File: src/rtl/fabric_fire_pkg.sv
// Shared types for the assertion-checker fire collector: collector state,
// ID-width helper and the violation event record.
package fabric_fire_pkg;

   // Collector state machine encoding
   typedef enum logic [1:0] {
      IDLE   = 2'd0,
      SETTLE = 2'd1,
      ARMED  = 2'd2
   } coll_state_e;

   // Upper bounds for the event record fields (NUM_CHK <= 64, TS_W <= 32)
   localparam int EVT_ID_MAX_W = 6;
   localparam int EVT_TS_MAX_W = 32;

   // One violation event: checker index plus capture timestamp
   typedef struct packed {
      logic [EVT_ID_MAX_W-1:0] id;
      logic [EVT_TS_MAX_W-1:0] ts;
   } fire_evt_t;

   // Width needed to hold an index in 0..num_chk-1 (at least one bit)
   function automatic int fire_id_width(input int num_chk);
      int w;
      w = 1;
      while ((1 << w) < num_chk) begin
         w = w + 1;
      end
      return w;
   endfunction

endpackage

File: src/rtl/fabric_fire_fifo.sv
// Synchronous event FIFO. A pop in the same cycle frees a slot for a push,
// so push+pop is accepted even when full. Storage is cleared on reset so the
// head word reads as zero while empty.
module fabric_fire_fifo #(
   parameter int WIDTH = 8,
   parameter int DEPTH = 4
) (
   input  logic             clk,
   input  logic             rst,
   input  logic             push_i,
   input  logic [WIDTH-1:0] push_data_i,
   output logic             full_o,
   input  logic             pop_i,
   output logic [WIDTH-1:0] pop_data_o,
   output logic             valid_o
);

   localparam int AW = (DEPTH > 1) ? $clog2(DEPTH) : 1;

   logic [WIDTH-1:0] mem_q [DEPTH];
   logic [AW:0]      wr_q, wr_d;
   logic [AW:0]      rd_q, rd_d;
   logic             empty_s, full_s, do_push_s, do_pop_s;

   assign empty_s    = (wr_q == rd_q);
   assign full_s     = (wr_q[AW] != rd_q[AW]) && (wr_q[AW-1:0] == rd_q[AW-1:0]);
   assign do_pop_s   = pop_i & ~empty_s;
   assign do_push_s  = push_i & (~full_s | do_pop_s);
   assign full_o     = full_s;
   assign valid_o    = ~empty_s;
   assign pop_data_o = mem_q[rd_q[AW-1:0]];

   // Pointer next-state from accepted push/pop
   always_comb begin
      wr_d = wr_q;
      rd_d = rd_q;
      if (do_push_s) begin
         wr_d = wr_q + {{AW{1'b0}}, 1'b1};
      end else begin
         wr_d = wr_q;
      end
      if (do_pop_s) begin
         rd_d = rd_q + {{AW{1'b0}}, 1'b1};
      end else begin
         rd_d = rd_q;
      end
   end

   // Pointer and storage registers
   always_ff @(posedge clk) begin
      if (rst) begin
         wr_q <= '0;
         rd_q <= '0;
         for (int i = 0; i < DEPTH; i++) begin
            mem_q[i] <= '0;
         end
      end else begin
         wr_q <= wr_d;
         rd_q <= rd_d;
         if (do_push_s) begin
            mem_q[wr_q[AW-1:0]] <= push_data_i;
         end
      end
   end

endmodule

File: src/rtl/fabric_fire_collector.sv
// Fire collector: samples checker fire lines while ARMED, queues one event per
// cycle (lowest pending index first) and keeps sticky status for the host.
// Optional macro FIRE_TIMESTAMP_EN adds a free-running timestamp to events;
// without it evt_ts is tied to zero and no timestamp is stored.
module fabric_fire_collector
   import fabric_fire_pkg::*;
#(
   parameter int NUM_CHK    = 16,
   parameter int FIFO_DEPTH = 4,
   parameter int SETTLE_CYC = 3,
   parameter int TS_W       = 16
) (
   input  logic                              clk,
   input  logic                              rst,
   input  logic                              enable,
   input  logic                              cfg_valid,
   input  logic [NUM_CHK-1:0]                fire_in,
   input  logic                              clear_sticky,
   output logic                              evt_valid,
   input  logic                              evt_ready,
   output logic [fire_id_width(NUM_CHK)-1:0] evt_id,
   output logic [TS_W-1:0]                   evt_ts,
   output logic [NUM_CHK-1:0]                sticky_status,
   output logic                              overflow,
   output logic                              armed
);

   localparam int ID_W  = fire_id_width(NUM_CHK);
   localparam int CNT_W = fire_id_width(SETTLE_CYC + 1);
`ifdef FIRE_TIMESTAMP_EN
   localparam int EVT_W = ID_W + TS_W;
`else
   localparam int EVT_W = ID_W;
`endif

   coll_state_e        state_q, state_d;
   logic [CNT_W-1:0]   settle_q, settle_d;
   logic [NUM_CHK-1:0] pending_q, pending_d;
   logic [NUM_CHK-1:0] sticky_q, sticky_d;
   logic               ovf_q, ovf_d;
   logic               armed_q;

   logic               go_s, pop_s, can_push_s, issue_s, coalesce_s;
   logic               fifo_full_s, fifo_valid_s;
   logic [ID_W-1:0]    iss_idx_s;
   logic [NUM_CHK-1:0] issue_mask_s, fire_s;
   logic [EVT_W-1:0]   push_data_s, pop_data_s;

`ifdef FIRE_TIMESTAMP_EN
   logic [TS_W-1:0]    ts_q;

   // Free-running timestamp, wraps silently
   always_ff @(posedge clk) begin
      if (rst) begin
         ts_q <= '0;
      end else begin
         ts_q <= ts_q + TS_W'(1);
      end
   end

   assign push_data_s = {iss_idx_s, ts_q};
   assign evt_ts      = pop_data_s[TS_W-1:0];
   assign evt_id      = pop_data_s[EVT_W-1 -: ID_W];
`else
   assign push_data_s = iss_idx_s;
   assign evt_ts      = '0;
   assign evt_id      = pop_data_s;
`endif

   assign go_s          = enable & cfg_valid;
   assign evt_valid     = fifo_valid_s;
   assign sticky_status = sticky_q;
   assign overflow      = ovf_q;
   assign armed         = armed_q;

   // Collector FSM next state; settle counter times the post-config window
   always_comb begin
      state_d  = state_q;
      settle_d = settle_q;
      case (state_q)
         IDLE: begin
            if (go_s) begin
               if (SETTLE_CYC == 1) begin
                  state_d = ARMED;
               end else begin
                  state_d  = SETTLE;
                  settle_d = CNT_W'(SETTLE_CYC - 1);
               end
            end else begin
               state_d = IDLE;
            end
         end
         SETTLE: begin
            if (!go_s) begin
               state_d  = IDLE;
               settle_d = '0;
            end else begin
               settle_d = settle_q - CNT_W'(1);
               if (settle_q == CNT_W'(1)) begin
                  state_d = ARMED;
               end else begin
                  state_d = SETTLE;
               end
            end
         end
         ARMED: begin
            if (!go_s) begin
               state_d = IDLE;
            end else begin
               state_d = ARMED;
            end
         end
         default: begin
            state_d  = IDLE;
            settle_d = '0;
         end
      endcase
   end

   // Priority encoder: lowest set pending bit wins
   always_comb begin
      iss_idx_s = '0;
      for (int i = NUM_CHK - 1; i >= 0; i--) begin
         iss_idx_s = pending_q[i] ? ID_W'(i) : iss_idx_s;
      end
   end

   // Issue, coalescing and sticky/pending next-state; a same-cycle fire on
   // the issued bit re-arms it rather than counting as a loss
   always_comb begin
      pop_s        = fifo_valid_s & evt_ready;
      can_push_s   = ~fifo_full_s | pop_s;
      issue_s      = (|pending_q) & can_push_s;
      issue_mask_s = issue_s ? (NUM_CHK'(1) << iss_idx_s) : '0;
      fire_s       = (state_q == ARMED) ? fire_in : '0;
      coalesce_s   = |(fire_s & pending_q & ~issue_mask_s);
      if (state_d == ARMED) begin
         pending_d = (pending_q & ~issue_mask_s) | fire_s;
      end else begin
         pending_d = '0;
      end
      sticky_d = (clear_sticky ? '0 : sticky_q) | fire_s;
      ovf_d    = (clear_sticky ? 1'b0 : ovf_q) | coalesce_s;
   end

   // State, pending, sticky and status registers
   always_ff @(posedge clk) begin
      if (rst) begin
         state_q   <= IDLE;
         settle_q  <= '0;
         pending_q <= '0;
         sticky_q  <= '0;
         ovf_q     <= 1'b0;
         armed_q   <= 1'b0;
      end else begin
         state_q   <= state_d;
         settle_q  <= settle_d;
         pending_q <= pending_d;
         sticky_q  <= sticky_d;
         ovf_q     <= ovf_d;
         armed_q   <= (state_d == ARMED);
      end
   end

   fabric_fire_fifo #(
      .WIDTH (EVT_W),
      .DEPTH (FIFO_DEPTH)
   ) u_fifo (
      .clk         (clk),
      .rst         (rst),
      .push_i      (issue_s),
      .push_data_i (push_data_s),
      .full_o      (fifo_full_s),
      .pop_i       (pop_s),
      .pop_data_o  (pop_data_s),
      .valid_o     (fifo_valid_s)
   );

endmodule

File: config.mk
export PLATFORM = sky130hd
export DESIGN_NAME = fabric_fire_collector
export DESIGN_NICKNAME = d
export VERILOG_FILES = /design/src/rtl/fabric_fire_pkg.sv /design/src/rtl/fabric_fire_fifo.sv /design/src/rtl/fabric_fire_collector.sv
export SDC_FILE = /design/constraint.sdc
export NUM_CORES = 1
export LEC_CHECK = 0
export CAP_MARGIN = 0
export CORE_MARGIN = 4
export CORE_UTILIZATION = 51
export CTS_CLUSTER_DIAMETER = 150
export CTS_CLUSTER_SIZE = 14
export DETAILED_ROUTE_END_ITERATION = 10
export PLACE_DENSITY_LB_ADDON = 0.12
export SYNTH_ARGS = -nofsm -noshare
export SYNTH_HDL_FRONTEND = slang
export SYNTH_SLANG_ARGS = --single-unit
File: constraint.sdc
create_clock -name clk -period 3.1 [get_ports clk]
set_clock_uncertainty 0.2 [all_clocks]
set_input_delay 0.62 -clock clk [delete_from_list [all_inputs] [get_ports clk]]
set_output_delay 0.62 -clock clk [all_outputs]
set_load 0.005 [all_outputs]
# [Yosys cells after proc, flatten, opt, wreduce, memory -nomap -nowiden]
# Memories as Yosys holds them, arrays and structs flattened. A register that Yosys moved wholly into a read port is not among the register bits.
# Index checks and enable logic that the tools add are counted.
[totals] regBits=44 ram_bits=16 inputBits=22 out_inout_bits=39 wordCells=84 n_memories=1
[op_classes] add_sub_neg=3 n_eq_ne=8 n_shift=1 n_mux=38 n_bitwise=18 n_reduce_logical=7
[mem_list] name="u_fifo.mem_q" words=4 width=4 read_ports=1 rd_ports_with_merged_regs=1 wr=4 line_no="fabric_fire_fifo.sv:20" source="logic [WIDTH-1:0] mem_q [DEPTH];"
[ops] operator="2-to-1 mux 4 bit" n=17
[ops] operator="AND 16 bit" n=3
[ops] operator="2-to-1 mux 16 bit" n=3
[ops] operator="OR 16 bit" n=2
[ops] operator="OR reduction 16 bit" n=2
[ops] operator="2-to-1 mux 2 bit" n=8
[ops] operator="inverter 16 bit" n=1
[ops] operator="left shift 1 x 4 -> 16 bit (first input constant)" n=1
[ops] operator="case mux 2 bit (3 select lines)" n=2
[ops] operator="2-to-1 mux 1 bit" n=8
[ops] operator="adder 3 x 1 -> 3 bit (second input constant)" n=2
[ops] operator="AND 1 bit" n=5
[ops] operator="equality test 2 x 1 -> 1 bit (second input constant)" n=2
[ops] operator="equality test 2 bit (second input constant)" n=2
[ops] operator="inverter 1 bit" n=4
[ops] operator="OR reduction 4 bit" n=1
[ops] operator="equality test 3 bit" n=1
[ops] operator="OR 1 bit" n=3
[ops] operator="equality test 2 bit" n=1
[ops] operator="zero test 2 bit" n=1
[ops] operator="!= test 2 bit (second input constant)" n=1
[ops] operator="AND reduction 2 bit" n=1
[ops] operator="OR reduction 2 bit" n=1
[ops] operator="subtractor 2 x 1 -> 2 bit (second input constant)" n=1
[ops] operator="2 further kinds" n=2

# [Logic depth before layout (Yosys ltp)]
# Gate-level depths: netlist (run 1).
[logic_depth] depth_word=22 mapped_depth=9 depth_no_buf=7

# [By module]
# From an unflattened synthesis (run 1), not the netlist that was laid out.
[hier_totals] hier_cells=337 area_unflattened_um2=3210.6
[by_module_without_submodules] module="fabric_fire_collector" instances=1 cells_each=240 area_per_inst_um2=1988.2 seq_area_each_um2=760.7
[by_module_without_submodules] module="fabric_fire_fifo" instances=1 cells_each=97 area_per_inst_um2=1222.4 seq_area_each_um2=640.6

# [Least setup slack after synthesis (run 1)]
# No wires, ideal clock.
[synth_timing] kind="register -> register" from="register pending_q[0]" to="register ovf_q (netlist: overflow)" t_arrival_ns=2.345 required_time_ns=2.785 path_slack_ns=0.440 stages_incl_launch_ff=8 path_buffers=1 cell_sequence="dfxtp_1 -> buf_6 -> or4_4 -> or3_4 -> o311ai_1 -> o2111ai_1 -> or4_1 -> o21a_1"
[synth_between] elab_chain_cells=7 word_cells_on_any_way=10 cone_classes="shift (1); mux (2); bitwise (5); reduce/logical (2)"
[synth_lines] element="start: declaration" line_no="fabric_fire_collector.sv:38" source="logic [NUM_CHK-1:0] pending_q, pending_d;"
[synth_lines] element="start signal: assignment" line_no="fabric_fire_collector.sv:158" source="pending_q <= pending_d;"
[synth_lines] element="OR reduction 16 bit or 2-to-1 mux 4 bit (tied branches)" line_no="fabric_fire_collector.sv:133, fabric_fire_collector.sv:124"
[synth_lines] element="AND 1 bit or left shift 1 x 4 -> 16 bit (tied branches)" line_no="fabric_fire_collector.sv:133, fabric_fire_collector.sv:134"
[synth_lines] element="2-to-1 mux 16 bit" line_no="fabric_fire_collector.sv:134" source="issue_mask_s = issue_s ? (NUM_CHK'(1) << iss_idx_s) : '0;"
[synth_lines] element="inverter 16 bit" line_no="fabric_fire_collector.sv:136" source="coalesce_s = |(fire_s & pending_q & ~issue_mask_s);"
[synth_lines] element="AND 16 bit *" line_no="fabric_fire_collector.sv:136"
[synth_lines] element="OR reduction 16 bit *" line_no="fabric_fire_collector.sv:136"
[synth_lines] element="OR 1 bit *" line_no="fabric_fire_collector.sv:143" source="ovf_d = (clear_sticky ? 1'b0 : ovf_q) | coalesce_s;"
[synth_lines] element="end signal: assignment" line_no="fabric_fire_collector.sv:160" source="ovf_q <= ovf_d;"
[synth_lines] element="end: declaration" line_no="fabric_fire_collector.sv:40" source="logic ovf_q, ovf_d;"
# Mark *: on every way between the ends. The rest lies on a longest branch, timed or not.
# A chain may end at the register's enable or synchronous reset.

# [Final worst setup path (run 1)]
[layout_timing] from="register pending_q[1]" to="register ovf_q (netlist: overflow)"
[layout_between] elab_chain_cells=8 word_cells_on_any_way=11 cone_classes="shift (1); mux (3); bitwise (5); reduce/logical (2)"
[layout_lines] element="2-to-1 mux 4 bit (2 in a row)" line_no="fabric_fire_collector.sv:124" source="iss_idx_s = pending_q[i] ? ID_W'(i) : iss_idx_s;"
[layout_lines] element="left shift 1 x 4 -> 16 bit" line_no="fabric_fire_collector.sv:134"
[layout_lines] element="2-to-1 mux 16 bit" line_no="fabric_fire_collector.sv:134"
[layout_lines] element="inverter 16 bit" line_no="fabric_fire_collector.sv:136"
[layout_lines] element="AND 16 bit *" line_no="fabric_fire_collector.sv:136"
[layout_lines] element="OR reduction 16 bit *" line_no="fabric_fire_collector.sv:136"
[layout_lines] element="OR 1 bit *" line_no="fabric_fire_collector.sv:143"
# Marks and branches as above.

==> reports/metrics.yaml, run 1 <==
synthFlopType: "dfxtp_1"
final_cells: 455
multi_input_area_um2: 1370
drt_iter0_markers: 143
clock-root-buffer: "clkbuf_8"
critical-path-max-stage-delay_ps: 570
synth.ff_latch_count: 62
syn_avg_cell_area_um2: 9.00
grtUsageTotal_pct: 20.5
max_freq_ghz: 0.353
setup_violations: 0
cts_tree: "yes"
worstMarginPinSlew_ps: 532
yosys_warnings: 0
routed_wl_mm: 6.95
vias: 2494
crit_arrival_ps: 2880
slew_headroom_pct: 64.1
seq_area_um2: 1400
ios: 61
cpLargestDelayFamily: "compound AO/OA/AOI/OAI gates"
grt_pass1_wl_mm: 11.3
rsz0062_at_grt: "no"
synth_edf_count: 16
ant_nets: 0
cts_resized: 0
syn_area_um2: 2940
path_buf_inv: 0
final_nets: 403
synth_cells: 327
layout.cells.most_common_list: "nand2_1 (49), dfxtp_1 (46), nor2_1 (44), clkdlybuf4s50_1 (44), a21oi_1 (40)"
hold_buffers: 0
synth_cell_types: 53
viasPerCell: 5.48
antenna_cells: 0
path_cells: "or4_4 -> o32ai_1 -> a21oi_2 -> o41ai_1 -> o2111ai_1 -> or4_1 -> o21a_1"
drc: 0
fin_crit_sh_pct: 91.5
drive_above_1_share_pct: 10.7
power.density_nw_per_um2: 447
irDropWorstVdd_uv: 265
rows: 27
cts_buffers: 9
final_common_cell: "nand2_1"
start_kind: "flip-flop"
power_mw: 1.62
min_period_ps: 2840
grt_max_degree: 34
cp_max_fo: 11
grt_overflow: 0
ys_seq_area_share_pct: 47.6
fill_cells: 476
slew_viol_final: 0
area_growth_pct: 23.0
detail_route.wl_per_cell_um: 15.3
final_util_pct: 65.3
finalHoldViolCount: 0
cts_max_path_buffers: 2
status: "finished, final reports clean"
cts_setup_buffers: 0
leakage_nw: 1.36
gp_congestion: 0.917
dieArea_um2: 7050
hold_class: "reg2reg"
cp_slowest_cell: "or4_4"
drtPass1Iterations: 4
ys_async_sr_fraction_pct: 0
cts_sinks: 62
placedCellCount: 439
endpoint_kind: "flip-flop"
antenna_found_initial: 0
die_y_um: 83.9
dp_hpwl_mm: 5.20
tns_ps: 0
drv_cap: 0
crit_type: "reg2reg"
die_width_um: 83.9
core_area_um2: 5540
grt_pass1_vias: 2281
start_util_pct: 53.1
required_ps: 3140
clk_pin_slew_ps: 70
clkLatencyLatePin_ps: 340
port_buffers: 44
cts_max_level: 3
==> worst min-delay path, cell delays in order, from the launching register on <==
cell and delay [ps]:
dfxtp_1 310, nand2_1 60, a21oi_1 50
==> state kept, by name (all words and copies together) (netlist names), named ones only <==
signal,flops
armed,1
settle_q,2
pending_q,16
state_q,2
u_fifo.wr_q,3
sticky_status,16
overflow,1
u_fifo.rd_q,3
u_fifo.mem_q,16
==> area by class of cell <==
class / count / share of cell area, %
Inverter: 11 / 1.14
Clock buffer: 9 / 3.42
Timing Repair Buffer: 54 / 14.3
Clock inverter: 7 / 2.04
Tap cell: 72 / 2.49
Multi-Input combinational cell: 240 / 37.9
Sequential cell: 62 / 38.7
==> path summary, 6_finish.rpt <==
check	startpoint	end	slack (ps)	depth (start not counted)
max reg2reg	pending_q[1]	overflow	260	7
min	sticky_status[2]	sticky_status[2]	260	2
min reg2reg	sticky_status[2]	sticky_status[2]	260	2
max	pending_q[1]	overflow	260	7
==> cells in the mapped netlist (2+ instances only) <==
cell	number	area, um^2
a21oi_1	40	200
a31oi_1	3	18.8
buf_4	16	120
buf_6	2	22.5
clkbuf_1	11	41.3
dfxtp_1	46	921
edfxtp_1	16	480
ha_1	3	37.5
inv_1	10	37.5
mux4_2	4	90.1
nand2_1	49	184
nand2b_1	8	50.1
nand3_1	3	15.0
nor2_1	44	165
nor2b_1	2	12.5
nor3_1	2	10.0
nor4b_1	2	17.5
o2111ai_1	3	26.3
o211ai_1	2	15.0
o21a_1	2	15.0
o21ai_0	7	35.0
o311a_1	2	20.0
o311ai_1	2	17.5
o31ai_1	7	52.6
o41ai_1	2	17.5
or3_1	2	12.5
or3b_2	2	17.5
or4_1	4	30.0
or4_4	2	22.5
xnor2_1	2	17.5
xor2_1	5	43.8
==> cell families after synthesis <==
kind of cell,after synthesis,synth area share [%]
and+or+nand+nor,129,20.7
xor gates and xnor gates,7,2.08
buffers and inverters,40,7.66
AOI/OAI and AO/OA,80,17.1
DFF,62,47.6
muxes,5,3.40
adders and majority gates,3,1.28
other,1,0.127
==> metrics by stage <==
| stage | hold WS [ps] | setup WS, ps | area [um^2] |
|---|---|---|---|
| 2_1_floorplan | 238 | 440 | 3000 |
| 4_1_cts | 265 | 279 | 3620 |
| 3_3_place_gp | 252 | 92.9 | 3420 |
| 5_1_grt | 286 | 107 | 3620 |
| 6_report | 265 | 263 | 3620 |
| 3_5_place_dp | 255 | 77.1 | 3420 |
==> power by group <==
part           internal [mW]  switching [mW]  leakage (nW)  total, mW
logic                 0.0362          0.0346         0.735     0.0708
registers              0.838         0.00365         0.533      0.841
clock network          0.372           0.331        0.0957      0.703
total                   1.25           0.369          1.36       1.62
==> routing by layer <==
metal	up-vias	wire [um]	track usage, %
met5	-	0	0
met4	0	114	9.80
met3	10	397	3.85
met2	91	3250	31.2
met1	1160	3180	28.0
li1	1233	-	-
Note: power is estimated with default switching activity, not from simulation.
==> run 2: changes to the inputs <==
--- a/config.mk
+++ b/config.mk
@@ -11,7 +11,7 @@
 export CTS_CLUSTER_DIAMETER = 150
 export CTS_CLUSTER_SIZE = 14
 export DETAILED_ROUTE_END_ITERATION = 10
-export PLACE_DENSITY_LB_ADDON = 0.12
+export PLACE_DENSITY = 0.78
 export SYNTH_ARGS = -nofsm -noshare
 export SYNTH_HDL_FRONTEND = slang
 export SYNTH_SLANG_ARGS = --single-unit
==> run 2 against run 1 <==
- flip-flop and latch count stayed put
- largest cell class unchanged
- design area up 0.17%
- count of clock-buffer cells in the layout stayed put
- highest routed layer unchanged
- critical path depth stayed put
==> reports/metrics.yaml, run 2 (synthesis results as in run 1) <==
grt_max_degree: 34
critical-path-max-stage-delay_ps: 580
placedCellCount: 439
cts_sinks: 62
path_cells: "or4_4 -> o32ai_1 -> a21oi_2 -> o41ai_2 -> o2111ai_1 -> or4_1 -> o21a_1"
cp_max_fo: 11
fill_cells: 499
ff2ff_setup_slack_ps: 280
dieArea_um2: 7050
power_mw: 1.62
setup_violations: 0
port_buffers: 44
fin_crit_sh_pct: 91.0
fin_ws_ps: 280
r2r_end: "overflow"
slew_headroom_pct: 55.4
clock-root-buffer: "clkbuf_8"
grtUsageTotal_pct: 20.5
start_util_pct: 53.1
slew_viol_final: 0
grt_pass1_wl_mm: 11.4
drc: 0
hold_path_startpoint: "sticky_status[0]"
cp_slowest_cell: "or4_4"
cts_setup_buffers: 0
status: "finished, final reports clean"
rows: 27
whs_ps: 268
layout.cells.most_common_list: "nand2_1 (49), dfxtp_1 (46), nor2_1 (44), clkdlybuf4s50_1 (44), a21oi_1 (40)"
ant_nets: 0
grt_overflow: 0
die_y_um: 83.9
drive_above_1_share_pct: 10.7
leakage_nw: 1.37
final_cells: 455
cts_resized: 0
cts_buffers: 9
fin_area_um2: 3620
routed_wl_mm: 6.97
dp_hpwl_mm: 5.15
viasPerCell: 5.52
area_growth_pct: 23.2
whs_path_depth: 2
rsz0062_at_grt: "no"
clk_pin_slew_ps: 70
power.density_nw_per_um2: 447
drv_cap: 0
place_area_um2: 3420
finalHoldViolCount: 0
drtPass1Iterations: 5
max_freq_ghz: 0.355
hold_class: "reg2reg"
grt_pass1_vias: 2328
clkLatencyLatePin_ps: 340
core_area_um2: 5540
crit_arrival_ps: 2860
irDropWorstVdd_uv: 307
ios: 61
tns_ps: 0
required_ps: 3140
r2r-start: "pending_q[0]"
final_nets: 403
antenna_cells: 0
cts_max_level: 3
final_util_pct: 65.4
r2r_cells: 7
cpLargestDelayFamily: "compound AO/OA/AOI/OAI gates"
hold_buffers: 0
worstMarginPinSlew_ps: 668
detail_route.wl_per_cell_um: 15.3
detailedPlace.worstSlack_ps: 72.8
drt_iter0_markers: 275
endpoint_kind: "flip-flop"
holdPathEnd: "sticky_status[0]"
cts_tree: "yes"
start_kind: "flip-flop"
min_period_ps: 2820
gp_congestion: 0.884
crit_type: "reg2reg"
final_common_cell: "nand2_1"
die_width_um: 83.9
path_buf_inv: 0
vias: 2512
antenna_found_initial: 0
cts_max_path_buffers: 2
run 2: changes by cell type in the layout (fill, tap and decap cells not counted), sizes merged:
cell,delta
clkinvlp,-1
inv,+1
run 2: worst max-delay path by stage:
stage	from	endpoint	slack, ps	cells past startpoint
2_1_floorplan	pending_q[0]	overflow	440	7
3_3_place_gp	evt_ready	overflow	140	7
3_5_place_dp	evt_ready	overflow	70	7
4_1_cts	pending_q[0]	overflow	180	7
5_1_grt	pending_q[0]	overflow	160	7
6_report	pending_q[0]	overflow	280	7
run 2: layer usage:
metal,routed length (um),GRT usage [%],share of wire [%],vias up
met5,0,0,0,-
met1,3230,28.7,46,1149
met2,3010,28.6,43,113
met3,555,6.32,8.0,17
li1,-,-,-,1233
met4,174,9.65,2.5,0
run 2: cell type report:
class | instances | area (um^2) | share of cell area [%]
flip-flops and latches | 62 | 1400 | 38.7
multi-input cells | 240 | 1380 | 38.1
repair buffers | 54 | 515 | 14.2
clock buffers | 9 | 124 | 3.42
well taps | 72 | 90.1 | 2.49
clock inverters | 7 | 72.6 | 2.00
inverters | 11 | 41.3 | 1.14
run 2: worst reg2reg max path, delay by kind of cell, from the launching register on:
family             cells  cell delay (ps)
and+or+nand+nor        2             1010
AOI/OAI and AO/OA      5             1110
DFF                    1              400
run 2: power by group:
group	leakage [nW]	switching [mW]	total, mW	internal (mW)
sequential	0.533	0.00371	0.841	0.838
combinational	0.736	0.0345	0.0706	0.0361
clock	0.0976	0.335	0.709	0.374
total	1.37	0.373	1.62	1.25
